$ cat src/rtl/spu_pkg.sv
// Shared definitions for the Mini SPU front end and execute core.
//   INSTR_W          : instruction width (two bytes, low byte first on the wire)
//   instr_t          : instruction word type
//   fetch_phase_t    : byte phase of the fetch assembler (PH_LO / PH_HI)
//   OPC_MSB/OPC_LSB  : opcode field bounds, decoded by the downstream core
package spu_pkg;

    localparam int INSTR_W = 16;
    localparam int OPC_MSB = 15;
    localparam int OPC_LSB = 12;

    typedef logic [INSTR_W-1:0] instr_t;

    typedef enum logic {
        PH_LO = 1'b0,
        PH_HI = 1'b1
    } fetch_phase_t;

    // Assemble an instruction from its two wire bytes.
    function automatic instr_t make_instr(input logic [7:0] hi_byte, input logic [7:0] lo_byte);
        return {hi_byte, lo_byte};
    endfunction

    // Extract the opcode field of an instruction.
    function automatic logic [OPC_MSB-OPC_LSB:0] instr_opcode(input instr_t instr);
        return instr[OPC_MSB:OPC_LSB];
    endfunction

endpackage

$ cat src/rtl/spu_sync_fifo.sv
// Small synchronous FIFO with registered read pointer.
//   clk, rst : clock, asynchronous active-high reset
//   clr      : synchronous clear of pointers and count (priority over push/pop)
//   push     : write wdata at the write pointer (caller guarantees !full or same-cycle pop)
//   pop      : advance the read pointer (caller guarantees !empty)
//   rdata    : storage entry at the registered read pointer
//   full/empty/count : occupancy status, count in 0..DEPTH
module spu_sync_fifo #(
    parameter int DEPTH = 4,
    parameter int WIDTH = 16
) (
    input  logic                     clk,
    input  logic                     rst,
    input  logic                     clr,
    input  logic                     push,
    input  logic                     pop,
    input  logic [WIDTH-1:0]         wdata,
    output logic [WIDTH-1:0]         rdata,
    output logic                     full,
    output logic                     empty,
    output logic [$clog2(DEPTH):0]   count
);

    localparam int AW = $clog2(DEPTH);
    localparam int CW = AW + 1;

    logic [WIDTH-1:0] mem_r [DEPTH];
    logic [AW-1:0]    wr_ptr_r;
    logic [AW-1:0]    rd_ptr_r;
    logic [CW-1:0]    count_r;

    // Storage array; cleared on reset so the head reads as zero afterwards.
    always_ff @(posedge clk or posedge rst) begin
        if (rst) begin
            for (int i = 0; i < DEPTH; i++) begin
                mem_r[i] <= {WIDTH{1'b0}};
            end
        end else if (push && !clr) begin
            mem_r[wr_ptr_r] <= wdata;
        end
    end

    // Read/write pointers; DEPTH is a power of two so they wrap naturally.
    always_ff @(posedge clk or posedge rst) begin
        if (rst) begin
            wr_ptr_r <= {AW{1'b0}};
            rd_ptr_r <= {AW{1'b0}};
        end else if (clr) begin
            wr_ptr_r <= {AW{1'b0}};
            rd_ptr_r <= {AW{1'b0}};
        end else begin
            if (push) begin
                wr_ptr_r <= wr_ptr_r + AW'(1);
            end
            if (pop) begin
                rd_ptr_r <= rd_ptr_r + AW'(1);
            end
        end
    end

    // Occupancy counter; simultaneous push and pop leaves it unchanged.
    always_ff @(posedge clk or posedge rst) begin
        if (rst) begin
            count_r <= {CW{1'b0}};
        end else if (clr) begin
            count_r <= {CW{1'b0}};
        end else begin
            case ({push, pop})
                2'b10:   count_r <= count_r + CW'(1);
                2'b01:   count_r <= count_r - CW'(1);
                default: count_r <= count_r;
            endcase
        end
    end

    assign rdata = mem_r[rd_ptr_r];
    assign count = count_r;
    assign full  = (count_r == CW'(DEPTH));
    assign empty = (count_r == {CW{1'b0}});

endmodule

$ cat src/rtl/spu_instr_fetch_buffer.sv
// Instruction fetch buffer: pairs loader bytes (LO then HI) into 16-bit
// instructions and queues them for the execute core.
//   clk, rst   : clock, asynchronous active-high reset
//   in_valid/in_data/in_ready : byte stream from the loader
//   flush      : synchronous drop of queued words and any held LO byte
//   out_valid/out_instr/out_ready : instruction handshake to the core
//   count      : queued words (0..DEPTH)
//   partial    : a LO byte is held waiting for its HI byte
module spu_instr_fetch_buffer
    import spu_pkg::*;
#(
    parameter int DEPTH = 4
) (
    input  logic                   clk,
    input  logic                   rst,
    input  logic                   in_valid,
    input  logic [7:0]             in_data,
    output logic                   in_ready,
    input  logic                   flush,
    output logic                   out_valid,
    output logic [INSTR_W-1:0]     out_instr,
    input  logic                   out_ready,
    output logic [$clog2(DEPTH):0] count,
    output logic                   partial
);

    fetch_phase_t phase_r;
    fetch_phase_t phase_nxt_s;
    logic [7:0]   lo_hold_r;
    logic         in_ready_s;
    logic         byte_acc_s;
    logic         push_s;
    logic         pop_s;
    logic         fifo_full_s;
    logic         fifo_empty_s;
    instr_t       fifo_rdata_s;

    // Byte acceptance: LO always fits; HI needs a free slot, which a
    // same-cycle pop provides. During flush the byte is taken and dropped.
    always_comb begin
        in_ready_s = 1'b1;
        if (flush) begin
            in_ready_s = 1'b1;
        end else if (phase_r == PH_HI) begin
            in_ready_s = !fifo_full_s || (out_valid && out_ready);
        end else begin
            in_ready_s = 1'b1;
        end
    end

    assign byte_acc_s = in_valid && in_ready_s && !flush;
    assign push_s     = byte_acc_s && (phase_r == PH_HI);
    assign pop_s      = out_valid && out_ready && !flush;

    // Phase next-state: each accepted byte toggles LO/HI; flush returns to LO.
    always_comb begin
        phase_nxt_s = phase_r;
        if (flush) begin
            phase_nxt_s = PH_LO;
        end else if (byte_acc_s) begin
            case (phase_r)
                PH_LO:   phase_nxt_s = PH_HI;
                PH_HI:   phase_nxt_s = PH_LO;
                default: phase_nxt_s = PH_LO;
            endcase
        end else begin
            phase_nxt_s = phase_r;
        end
    end

    // Phase state register.
    always_ff @(posedge clk or posedge rst) begin
        if (rst) begin
            phase_r <= PH_LO;
        end else begin
            phase_r <= phase_nxt_s;
        end
    end

    // Low-byte holding register; a held byte is discarded on flush.
    always_ff @(posedge clk or posedge rst) begin
        if (rst) begin
            lo_hold_r <= 8'h00;
        end else if (flush) begin
            lo_hold_r <= 8'h00;
        end else if (byte_acc_s && (phase_r == PH_LO)) begin
            lo_hold_r <= in_data;
        end
    end

    spu_sync_fifo #(
        .DEPTH (DEPTH),
        .WIDTH (INSTR_W)
    ) u_fifo (
        .clk   (clk),
        .rst   (rst),
        .clr   (flush),
        .push  (push_s),
        .pop   (pop_s),
        .wdata (make_instr(in_data, lo_hold_r)),
        .rdata (fifo_rdata_s),
        .full  (fifo_full_s),
        .empty (fifo_empty_s),
        .count (count)
    );

    assign in_ready  = in_ready_s;
    assign out_valid = !fifo_empty_s;
    assign out_instr = fifo_rdata_s;
    assign partial   = (phase_r == PH_HI);

endmodule
$ cat config.mk
export PLATFORM = sky130hd
export DESIGN_NAME = spu_instr_fetch_buffer
export DESIGN_NICKNAME = d
export VERILOG_FILES = /design/src/rtl/spu_pkg.sv /design/src/rtl/spu_sync_fifo.sv /design/src/rtl/spu_instr_fetch_buffer.sv
export SDC_FILE = /design/constraint.sdc
export NUM_CORES = 1
export LEC_CHECK = 0
export BUFFER_PORTS_ARGS = -buffer_cell sky130_fd_sc_hd__clkbuf_2
export CAP_MARGIN = 20
export CORE_UTILIZATION = 42
export CTS_CLUSTER_SIZE = 14
export DETAILED_ROUTE_END_ITERATION = 8
export SYNTH_ARGS = -nofsm -noshare
export SYNTH_HDL_FRONTEND = slang
export SYNTH_SLANG_ARGS = --single-unit
$ cat constraint.sdc
create_clock -name clk -period 2.8 [get_ports clk]
set_input_delay 0.42 -clock clk [delete_from_list [all_inputs] [get_ports clk]]
set_output_delay 0.42 -clock clk [all_outputs]
set_load 0.01 [all_outputs]
# ---- After elaboration in Yosys (flattened, before gate mapping)
# Index checks and enable logic that the tools add are counted.
dict set report op_classes {
  bitwise 3
  eq_ne 3
  shifts 0
  n_lt_le_gt_ge 3
  n_mux 19
  n_div 0
  n_mul 0
  reduce_logical 18
  add_sub_neg 4
}
# operator n
set op_table {}
lappend op_table {{$bwmux 64} 1}
lappend op_table {{$mux 16} 3}
lappend op_table {{$bmux 16 s2} 1}
lappend op_table {{$demux 16 s2} 1}
lappend op_table {{$mux 8} 2}
lappend op_table {{$logic_and 1x1->1} 8}
lappend op_table {{$mux 2} 4}
lappend op_table {{$reduce_bool 2->1} 4}
lappend op_table {{$ge 3x3->1 const B} 2}
lappend op_table {{$not 2->3} 2}
lappend op_table {{$pmux 3 s2} 1}
lappend op_table {{$add 2x1->2 const B} 2}
lappend op_table {{$mux 1} 4}
lappend op_table {{$add 3x1->3 const B} 1}
lappend op_table {{$eq 3x3->1 const B} 1}
lappend op_table {{$logic_not 1->1} 3}
lappend op_table {{$logic_not 3->1} 1}
lappend op_table {{$lt 3x1->1 const B} 1}
lappend op_table {{$mux 3} 1}
lappend op_table {{$reduce_bool 3->1} 1}
lappend op_table {{$sub 3x1->3 const B} 1}
lappend op_table {{$eq 2x1->1 const B} 1}
lappend op_table {{$eq 2x2->1 const B} 1}
lappend op_table {{$pmux 1 s2} 1}
lappend op_table {{other kinds (2)} 2}
dict set report totals {
  mem_bits_ro 0
  n_memories 0
  in_bits 13
  ff_bits 80
  wordCells 59
  ram_bits 0
  out_inout_bits 22
  latchBits 0
}

# ---- Depth between registers and ports, before layout
# Gate-level depths: netlist of run 1.
dict set report depth {
  word_depth 12
  depth_mapped 7
}

# ---- Cells and area by module
# A second synthesis of run 1 with hierarchy kept.
dict set report unflattened {
  cells_unflattened 247
  hier_area_um2 3848.7
}
# module area_each_um2 cells_per_inst seq_area_each_um2 instances
set modules_own_cells {}
lappend modules_own_cells {spu_sync_fifo 3430.8 197 1776.7 1}
lappend modules_own_cells {spu_instr_fetch_buffer 417.9 50 225.2 1}

# ---- Worst setup path before layout of run 1
# No wires, ideal clock.
dict set report synth_path {
  path_type {register to register}
  from {register u_fifo.count_r[1], in the netlist u_fifo.count[1]}
  to {register u_fifo.count_r[2], in the netlist u_fifo.count[2]}
  path_buffers 0
  path_stages_with_launch 7
  setup_time_ps 82
  t_arrival_ps 2244
  path_slack_ps 474
  required_ps 2718
  cell_sequence {dfrtp_1 > or3_1 > nand2_1 > nor3_1 > fa_1 > or4_1 > a31oi_1}
}
dict set report synth_between {
  elab_chain_cells 12
  word_cells_on_any_way 19
  cone_classes {add/sub (2); eq/ne (3); mux (4); reduce/logical (10)}
}
# element line_no
set synth_lines {}
lappend synth_lines {{start: declaration} spu_sync_fifo.sv:30} ;# logic [CW-1:0] count_r;
lappend synth_lines {{start signal: assignment} spu_sync_fifo.sv:64} ;# count_r <= {CW{1'b0}};
lappend synth_lines {{start signal: assignment} spu_sync_fifo.sv:66} ;# count_r <= {CW{1'b0}};
lappend synth_lines {{start signal: assignment} spu_sync_fifo.sv:69} ;# 2'b10: count_r <= count_r + CW'(1);
lappend synth_lines {{$logic_not 3->1 *} spu_sync_fifo.sv:79} ;# assign empty = (count_r == {CW{1'b0}});
lappend synth_lines {{$logic_not 1->1 *} spu_instr_fetch_buffer.sv:108} ;# assign out_valid = !fifo_empty_s;
lappend synth_lines {{named net out_valid} spu_instr_fetch_buffer.sv:20} ;# output logic out_valid,
lappend synth_lines {{$logic_and 1x1->1 *} {spu_instr_fetch_buffer.sv:45, spu_instr_fetch_buffer.sv:53}}
lappend synth_lines {{$logic_or 1x1->1} spu_instr_fetch_buffer.sv:45} ;# in_ready_s = !fifo_full_s || (out_valid && out_ready);
lappend synth_lines {{$mux 1} spu_instr_fetch_buffer.sv:44} ;# end else if (phase_r == PH_HI) begin
lappend synth_lines {{$mux 1} spu_instr_fetch_buffer.sv:42} ;# if (flush) begin
lappend synth_lines {{$logic_and 1x1->1 (2 in a row)} spu_instr_fetch_buffer.sv:51} ;# assign byte_acc_s = in_valid && in_ready_s && !flush;
lappend synth_lines {{$logic_and 1x1->1} spu_instr_fetch_buffer.sv:52} ;# assign push_s = byte_acc_s && (phase_r == PH_HI);
lappend synth_lines {{$eq 2x1->1 / $eq 2x2->1 (equally long branches)} spu_sync_fifo.sv:68} ;# case ({push, pop})
lappend synth_lines {{$pmux 3 s2} spu_sync_fifo.sv:68}
lappend synth_lines {{$mux 3} spu_sync_fifo.sv:65} ;# end else if (clr) begin
# The timed path passes the listed nets; every way through them passes the cells marked *.
# A chain may end at the register's enable or synchronous reset.

# ---- Worst setup path in the final report of run 1
dict set report layout_path {
  from {register u_fifo.rd_ptr_r[0]}
  to {output out_instr[2]}
}
dict set report layout_between {
  elab_chain_cells 4
}
# element line_no
set layout_lines {}
lappend layout_lines {{start: declaration} spu_sync_fifo.sv:29} ;# logic [AW-1:0] rd_ptr_r;
lappend layout_lines {{start signal: assignment} spu_sync_fifo.sv:47} ;# rd_ptr_r <= {AW{1'b0}};
lappend layout_lines {{start signal: assignment} spu_sync_fifo.sv:50} ;# rd_ptr_r <= {AW{1'b0}};
lappend layout_lines {{start signal: assignment} spu_sync_fifo.sv:56} ;# rd_ptr_r <= rd_ptr_r + AW'(1);
lappend layout_lines {{$not 2->3 (implied by the code)} spu_sync_fifo.sv:76} ;# assign rdata = mem_r[rd_ptr_r];
lappend layout_lines {{$bmux 16 s2} spu_sync_fifo.sv:76}
lappend layout_lines {{$mux 16 (implied by the code) (2 in a row)} spu_sync_fifo.sv:76}
lappend layout_lines {{end: declaration} spu_instr_fetch_buffer.sv:21} ;# output logic [INSTR_W-1:0] out_instr,
# Every way passes these cells. The select of a mux whose other input is x is not followed.

==> flow_summary_export.csv, run 1 <==
group,metric,value,unit
yosys,syn_inst,236,
clocking,clkSlewWorstSetupHoldPaths,0.08,ns
global_route,antenna_found_initial,0,
worst_setup_path,start_kind,"flip-flop",
yosys,synthFlopType,"dfrtp_1",
timing,min_period,2.36,ns
worst_setup_path,critPathMaxStageDelay,0.83,ns
timing,fin_ws,0.436,ns
global_route,grt_max_degree,42,
hold_path,hold_path.class,"input pin to async pin",
clocking,h-tree-depth,3,
power_and_ir_drop,power,2.81,mW
drt,vias,2036,
clocking,clock_latency,0.35,ns
layout,area_delta_synth_final,12.7,%
placed_design,place_congestion,0.728,
clocking,clkSinkCount,80,
floorplanning,rows,34,
yosys,synth_seq_area_share,51.7,%
timing,worst_pin_slew,0.751,ns
yosys,ys_async_sr_fraction,100,%
floorplanning,die_h,98.0,um
worst_setup_path,crit_path_cell_trace,"mux4_2 -> clkbuf_2",
worst_setup_path,critPathRequiredTime,2.38,ns
power_and_ir_drop,vdd_drop_max,0.337,mV
worst_setup_path,worstPathMaxFanout,12,
placed_design,dp_hpwl,4430,um
placed_design,io_buffers,34,
yosys,syn_area,3870,um^2
drt,drc,0,
layout,drive_gt1_share,52.0,%
floorplanning,io_pins,35,
clocking,cts_inserted_buffers,9,
drt,via_per_inst,5.23,
yosys,ys_types,32,
timing,max_freq,423,MHz
drt,wl,7050,um
timing,tns,0,ns
yosys,synthMuxAreaShare,34.8,%
clocking,cts-root-buf,"clkbuf_8",
clocking,postCtsHoldBufs,0,
timing,hold_violations,0,
floorplanning,initial_utilization,44.0,%
yosys,synth_compound_area_share,0.776,%
clocking,clockBufferDepth,2,
yosys,ys.warnings.count,0,
yosys,synth-xor-area-share,0.873,%
power_and_ir_drop,power_density,644,nW/um^2
drt,dr.pass1.iters,4,
clocking,postCtsSetupBuffers,0,
worst_setup_path,cp_slowest_cell,"dfrtp_1",
yosys,yosys.area_share.simple,7.37,%
drt,wire_per_inst,18.1,um
yosys,synth_edf_count,0,
yosys,yosysTopAreaCell,"dfrtp_1",
drt,drtAntennaViolNets,0,
power_and_ir_drop,leakage,2.20,nW
outcome,status,"completed",
yosys,ys_top_cells_by_area,"dfrtp_1 52%, mux2_4 16%, mux4_2 9.3%",
worst_setup_path,critPathCaptureType,"output port",
layout,diodes,0,
floorplanning,dieArea,9600,um^2
drt,drt-initial-drc-count,88,
timing,relSlewSlack,49.9,%
floorplanning,die_x,98.0,um
layout,ff_latch_area,2000,um^2
clocking,post_cts_resized,0,
timing,rsz0062_at_grt,"no",
global_route,grt_first_pass_wirelength,12200,um
layout,nNetsFinal,294,
timing,fin_skew,0.0109,ns
yosys,synth_top_family_by_area,"multiplexers",
placed_design,dp.cells,373,
global_route,grt_overflow_total,0,
timing,fin_crit_sh,84.4,%
yosys,syn_area_per_cell,16.4,um^2
worst_setup_path,arrival,1.94,ns
global_route,grt_pass1_vias,2166,
job,max-cap-violations,0,
timing,slew_violations,0,
placed_design,dp_slack,0.459,ns
yosys,synthAdderAreaFrac,1.81,%
timing,finalSetupViolCount,0,
floorplanning,core-area,8810,um^2
worst_setup_path,critPathKind,"flip-flop to output port",
yosys,syn_nets,254,
global_route,gr-usage-all-layers,17.0,%
yosys,ys_seq_elements,80,
layout,filler_cell_count,771,
layout,final_cells,389,
yosys,synth_top_area_share,51.7,%
clocking,cts_tree,"built",
layout,multi_input_area,1770,um^2
## worst max-delay path, delay by kind of cell (launching register included)
kind                   cells  cell delay (ns)
multiplexers               1             0.61
buffers and inverters      1             0.15
flip-flops                 1             0.83
## layout by cell type (no fill, tap or decap), drive strengths merged, types with 2 or more instances in the layout
master,n
inv,2
mux4,16
buf,6
dfrtp,80
ha,4
mux2i,9
nor2,17
nand2,9
mux2,66
xor2,3
nor3,2
clkbuf,48
clkinv,2
nand3b,2
nand2b,2
## per-stage QoR
stage | utilization, % | area [um^2] | hold slack [ns]
floorplan | - | 3870 | 0.474
global placement | 47.1 | 4140 | 0.482
detailed placement | 47.1 | 4140 | 0.488
CTS | 49.5 | 4360 | 0.160
global route | 49.5 | 4360 | 0.206
finish | 49.5 | 4360 | 0.151
## synthesized netlist by cell type, types with 2 or more instances
master / instances
mux4_2: 16
nand2b_1: 2
xor2_1: 2
buf_8: 4
nor3_1: 2
mux2_4: 41
mux2i_1: 9
inv_1: 3
nor2_1: 16
nand2_8: 4
dfrtp_1: 80
buf_2: 4
mux2_2: 25
clkbuf_1: 3
nand2_1: 5
ha_1: 4
## final cells by class
type / instances / share of cell area [%]
Tap cell: 108 / 3.10
Inverter: 3 / 0.287
Timing Repair Buffer: 40 / 5.22
Sequential cell: 80 / 45.9
Clock buffer: 14 / 4.19
Clock inverter: 2 / 0.803
Multi-Input combinational cell: 142 / 40.5
## where the power goes
group,internal (mW),leakage [nW],switching [mW]
Combinational,0.308,1.01,0.221
Sequential,1.27,1.08,0.0969
Clock,0.509,0.113,0.403
## state kept, by name (all words and copies together) (netlist names)
signal           cells
u_fifo.count         3
partial              1
u_fifo.wr_ptr_r      2
lo_hold_r            8
u_fifo.mem_r        64
u_fifo.rd_ptr_r      2
## cells by family (layout without fill, tap and decap cells)
kind of cell               Yosys count  count (layout)
AOI/OAI and AO/OA                    4               4
xor gates and xnor gates             3               3
adders and majority gates            5               5
buffers and inverters               14              59
DFF                                 80              80
muxes                               91              91
and+or+nand+nor                     39              39
## path summary, 6_finish.rpt
check	endpoint	start	depth (start not counted)	slack [ns]
min in group clk	partial$_DFFE_PP0P_	in_valid	3	0.36
max reg2reg	u_fifo.count[2]$_DFFE_PP0P_	u_fifo.count[1]$_DFFE_PP0P_	6	0.44
max in group asynchronous	u_fifo.mem_r[18]$_DFFE_PP0P_	rst	3	1.98
max	out_instr[2]	u_fifo.rd_ptr_r[0]$_DFFE_PP0P_	2	0.44
min reg2reg	u_fifo.mem_r[41]$_DFFE_PP0P_	u_fifo.mem_r[41]$_DFFE_PP0P_	1	0.51
min	u_fifo.mem_r[23]$_DFFE_PP0P_	rst	2	0.15
## metal layers
metal | global-route usage [%] | wire, um | vias to the layer above
met5 | 0 | 0 | -
met4 | 8.74 | 150 | 0
met3 | 3.01 | 229 | 11
met2 | 25.4 | 3300 | 34
met1 | 23.7 | 3380 | 1056
li1 | - | - | 935
Power figures use the tool's default switching activity.
==> run 2: changes to the inputs <==
Clock period 2.8 ns to 2.4 ns, I/O delays scaled along.
==> run 2 against run 1 <==
Compared with the run above:
- combinational power rose by 27%
- die area did not move
- via count rose by 2.3%
- utilization rose by 0.41 points
- first-iteration DRC count fell by 28%
- clock skew fell by 0.0012 ns
- sequential cell count did not move
- wire length rose by 0.20%
- final cell count rose by 1.3%
- final area rose by 0.83%
- power rose by 16%
- highest routed layer unchanged
- worst hold slack got worse by 0.043 ns
==> flow_summary_export.csv, run 2 (synthesized netlist as in run 1, its figures left out) <==
group,metric,value,unit
layout,diodes,0,
layout,filler_cell_count,754,
timing,fin_crit_sh,93.9,%
drt,vias,2083,
clocking,postCtsHoldBufs,0,
floorplanning,initial_utilization,44.0,%
layout,final_cells,394,
drt,drt-initial-drc-count,63,
floorplanning,dieArea,9600,um^2
timing,min_period,2.25,ns
layout,nNetsFinal,299,
placed_design,io_buffers,34,
worst_setup_path,r2r-start,"u_fifo.count[2]$_DFFE_PP0P_",
clocking,cts_tree,"built",
layout,drive_gt1_share,53.1,%
floorplanning,io_pins,35,
power_and_ir_drop,vdd_drop_max,0.344,mV
floorplanning,core-area,8810,um^2
floorplanning,rows,34,
worst_setup_path,crit_path_cell_trace,"or3_1 -> nand2_1 -> nor3_1 -> fa_1 -> or4_1 -> a31oi_1",
drt,drc,0,
clocking,cts_inserted_buffers,9,
clocking,clkSinkCount,80,
hold_path,hold_path.class,"input pin to async pin",
layout,largest_reg_flops,64,
global_route,antenna_found_initial,0,
layout,final_cell_mix,"80 x dfrtp_1, 41 x mux2_4, 34 x clkbuf_2",
global_route,gr-usage-all-layers,16.3,%
clocking,clock_latency,0.35,ns
floorplanning,die_h,98.0,um
worst_setup_path,arrival,2.52,ns
timing,fin_skew,0.00968,ns
timing,rsz0062_at_grt,"no",
outcome,status,"completed",
clocking,clockBufferDepth,2,
worst_setup_path,cp_slowest_cell,"or4_1",
timing,fin_ws,0.147,ns
drt,wl,7070,um
placed_design,dp.cells,378,
global_route,grt_overflow_total,0,
clocking,h-tree-depth,3,
drt,wire_per_inst,17.9,um
floorplanning,die_x,98.0,um
timing,finalSetupViolCount,0,
placed_design,dp_hpwl,4590,um
timing,relSlewSlack,50.7,%
worst_setup_path,cp-startpoint,"u_fifo.count[2]$_DFFE_PP0P_",
power_and_ir_drop,leakage,2.22,nW
drt,drtAntennaViolNets,0,
power_and_ir_drop,power,3.26,mW
clocking,post_cts_resized,0,
job,max-cap-violations,0,
global_route,grt_first_pass_wirelength,11800,um
worst_setup_path,start_kind,"flip-flop",
clocking,clkSlewWorstSetupHoldPaths,0.09,ns
layout,top_register,"u_fifo.mem_r",
global_route,grt_pass1_vias,2120,
timing,max_freq,444,MHz
power_and_ir_drop,power_density,741,nW/um^2
layout,area_delta_synth_final,13.6,%
worst_setup_path,critPathMaxStageDelay,0.55,ns
timing,slew_violations,0,
global_route,grt_max_degree,36,
worst_setup_path,worstPathMaxFanout,6,
layout,final_core_util,49.9,%
clocking,cts-root-buf,"clkbuf_8",
timing,hold_violations,0,
timing,worst_pin_slew,0.738,ns
worst_setup_path,critPathRequiredTime,2.67,ns
placed_design,place_congestion,0.713,
drt,dr.pass1.iters,4,
worst_setup_path,critPathCaptureType,"flip-flop",
drt,via_per_inst,5.29,
placed_design,dp_slack,0.178,ns
worst_setup_path,critPathKind,"flip-flop to flip-flop",
layout,final_common_cell,"dfrtp_1",
clocking,postCtsSetupBuffers,0,
timing,tns,0,ns
==> run 2: changes by cell type in the layout (fill, tap and decap cells not counted) <==
cell,before,now
buf_12,1,2
clkbuf_1,1,0
inv_6,0,4
clkinv_2,2,1
buf_4,5,9
clkbuf_8,13,9
clkinvlp_4,0,2
==> run 2: cell type report <==
class / count / area (um^2) / share of cell area, %
Clock buffer: 9 / 124 / 2.82
Clock inverter: 7 / 77.6 / 1.76
Inverter: 3 / 15.0 / 0.341
Multi-Input combinational cell: 142 / 1770 / 40.2
Sequential cell: 80 / 2000 / 45.5
Tap cell: 108 / 135 / 3.07
Timing Repair Buffer: 45 / 278 / 6.32
==> run 2: critical path: cells and delay by family (launching register included) <==
| kind | cells | cell delay (ns) |
|---|---|---|
| and+or+nand+nor | 4 | 1.15 |
| adders and majority gates | 1 | 0.42 |
| AOI/OAI and AO/OA | 1 | 0.17 |
| DFF | 1 | 0.43 |
==> run 2: metrics by stage <==
step / instance area (um^2) / hold slack, ns
3_3_place_gp: 4200 / 0.482
3_5_place_dp: 4200 / 0.490
4_1_cts: 4400 / 0.120
5_1_grt: 4400 / 0.138
6_report: 4400 / 0.109
2_1_floorplan: 3870 / 0.474
==> run 2: power breakdown <==
group	switching, mW	internal [mW]	total [mW]
clock network	0.524	0.494	1.02
logic	0.291	0.380	0.671
registers	0.0893	1.48	1.57
total	0.905	2.35	3.26
==> run 2: layer usage <==
layer / track usage [%] / vias up / part of all wire, %
li1: - / 941 / -
met1: 23.8 / 1109 / 50
met2: 23.8 / 25 / 46
met3: 3.36 / 8 / 2.5
met4: 6.29 / 0 / 1.4
met5: 0 / - / 0
==> run 2: worst paths after layout <==
| check | end | slack (ns) | depth (start not counted) |
|---|---|---|---|
| worst min-delay path | u_fifo.mem_r[49]$_DFFE_PP0P_ | 0.11 | 2 |
| worst max-delay path | u_fifo.count[2]$_DFFE_PP0P_ | 0.15 | 6 |
| worst max register to register | u_fifo.count[2]$_DFFE_PP0P_ | 0.15 | 6 |
| min in group clk | partial$_DFFE_PP0P_ | 0.31 | 3 |
| worst min register to register | u_fifo.mem_r[11]$_DFFE_PP0P_ | 0.51 | 1 |
| max in group asynchronous | u_fifo.mem_r[27]$_DFFE_PP0P_ | 1.64 | 3 |
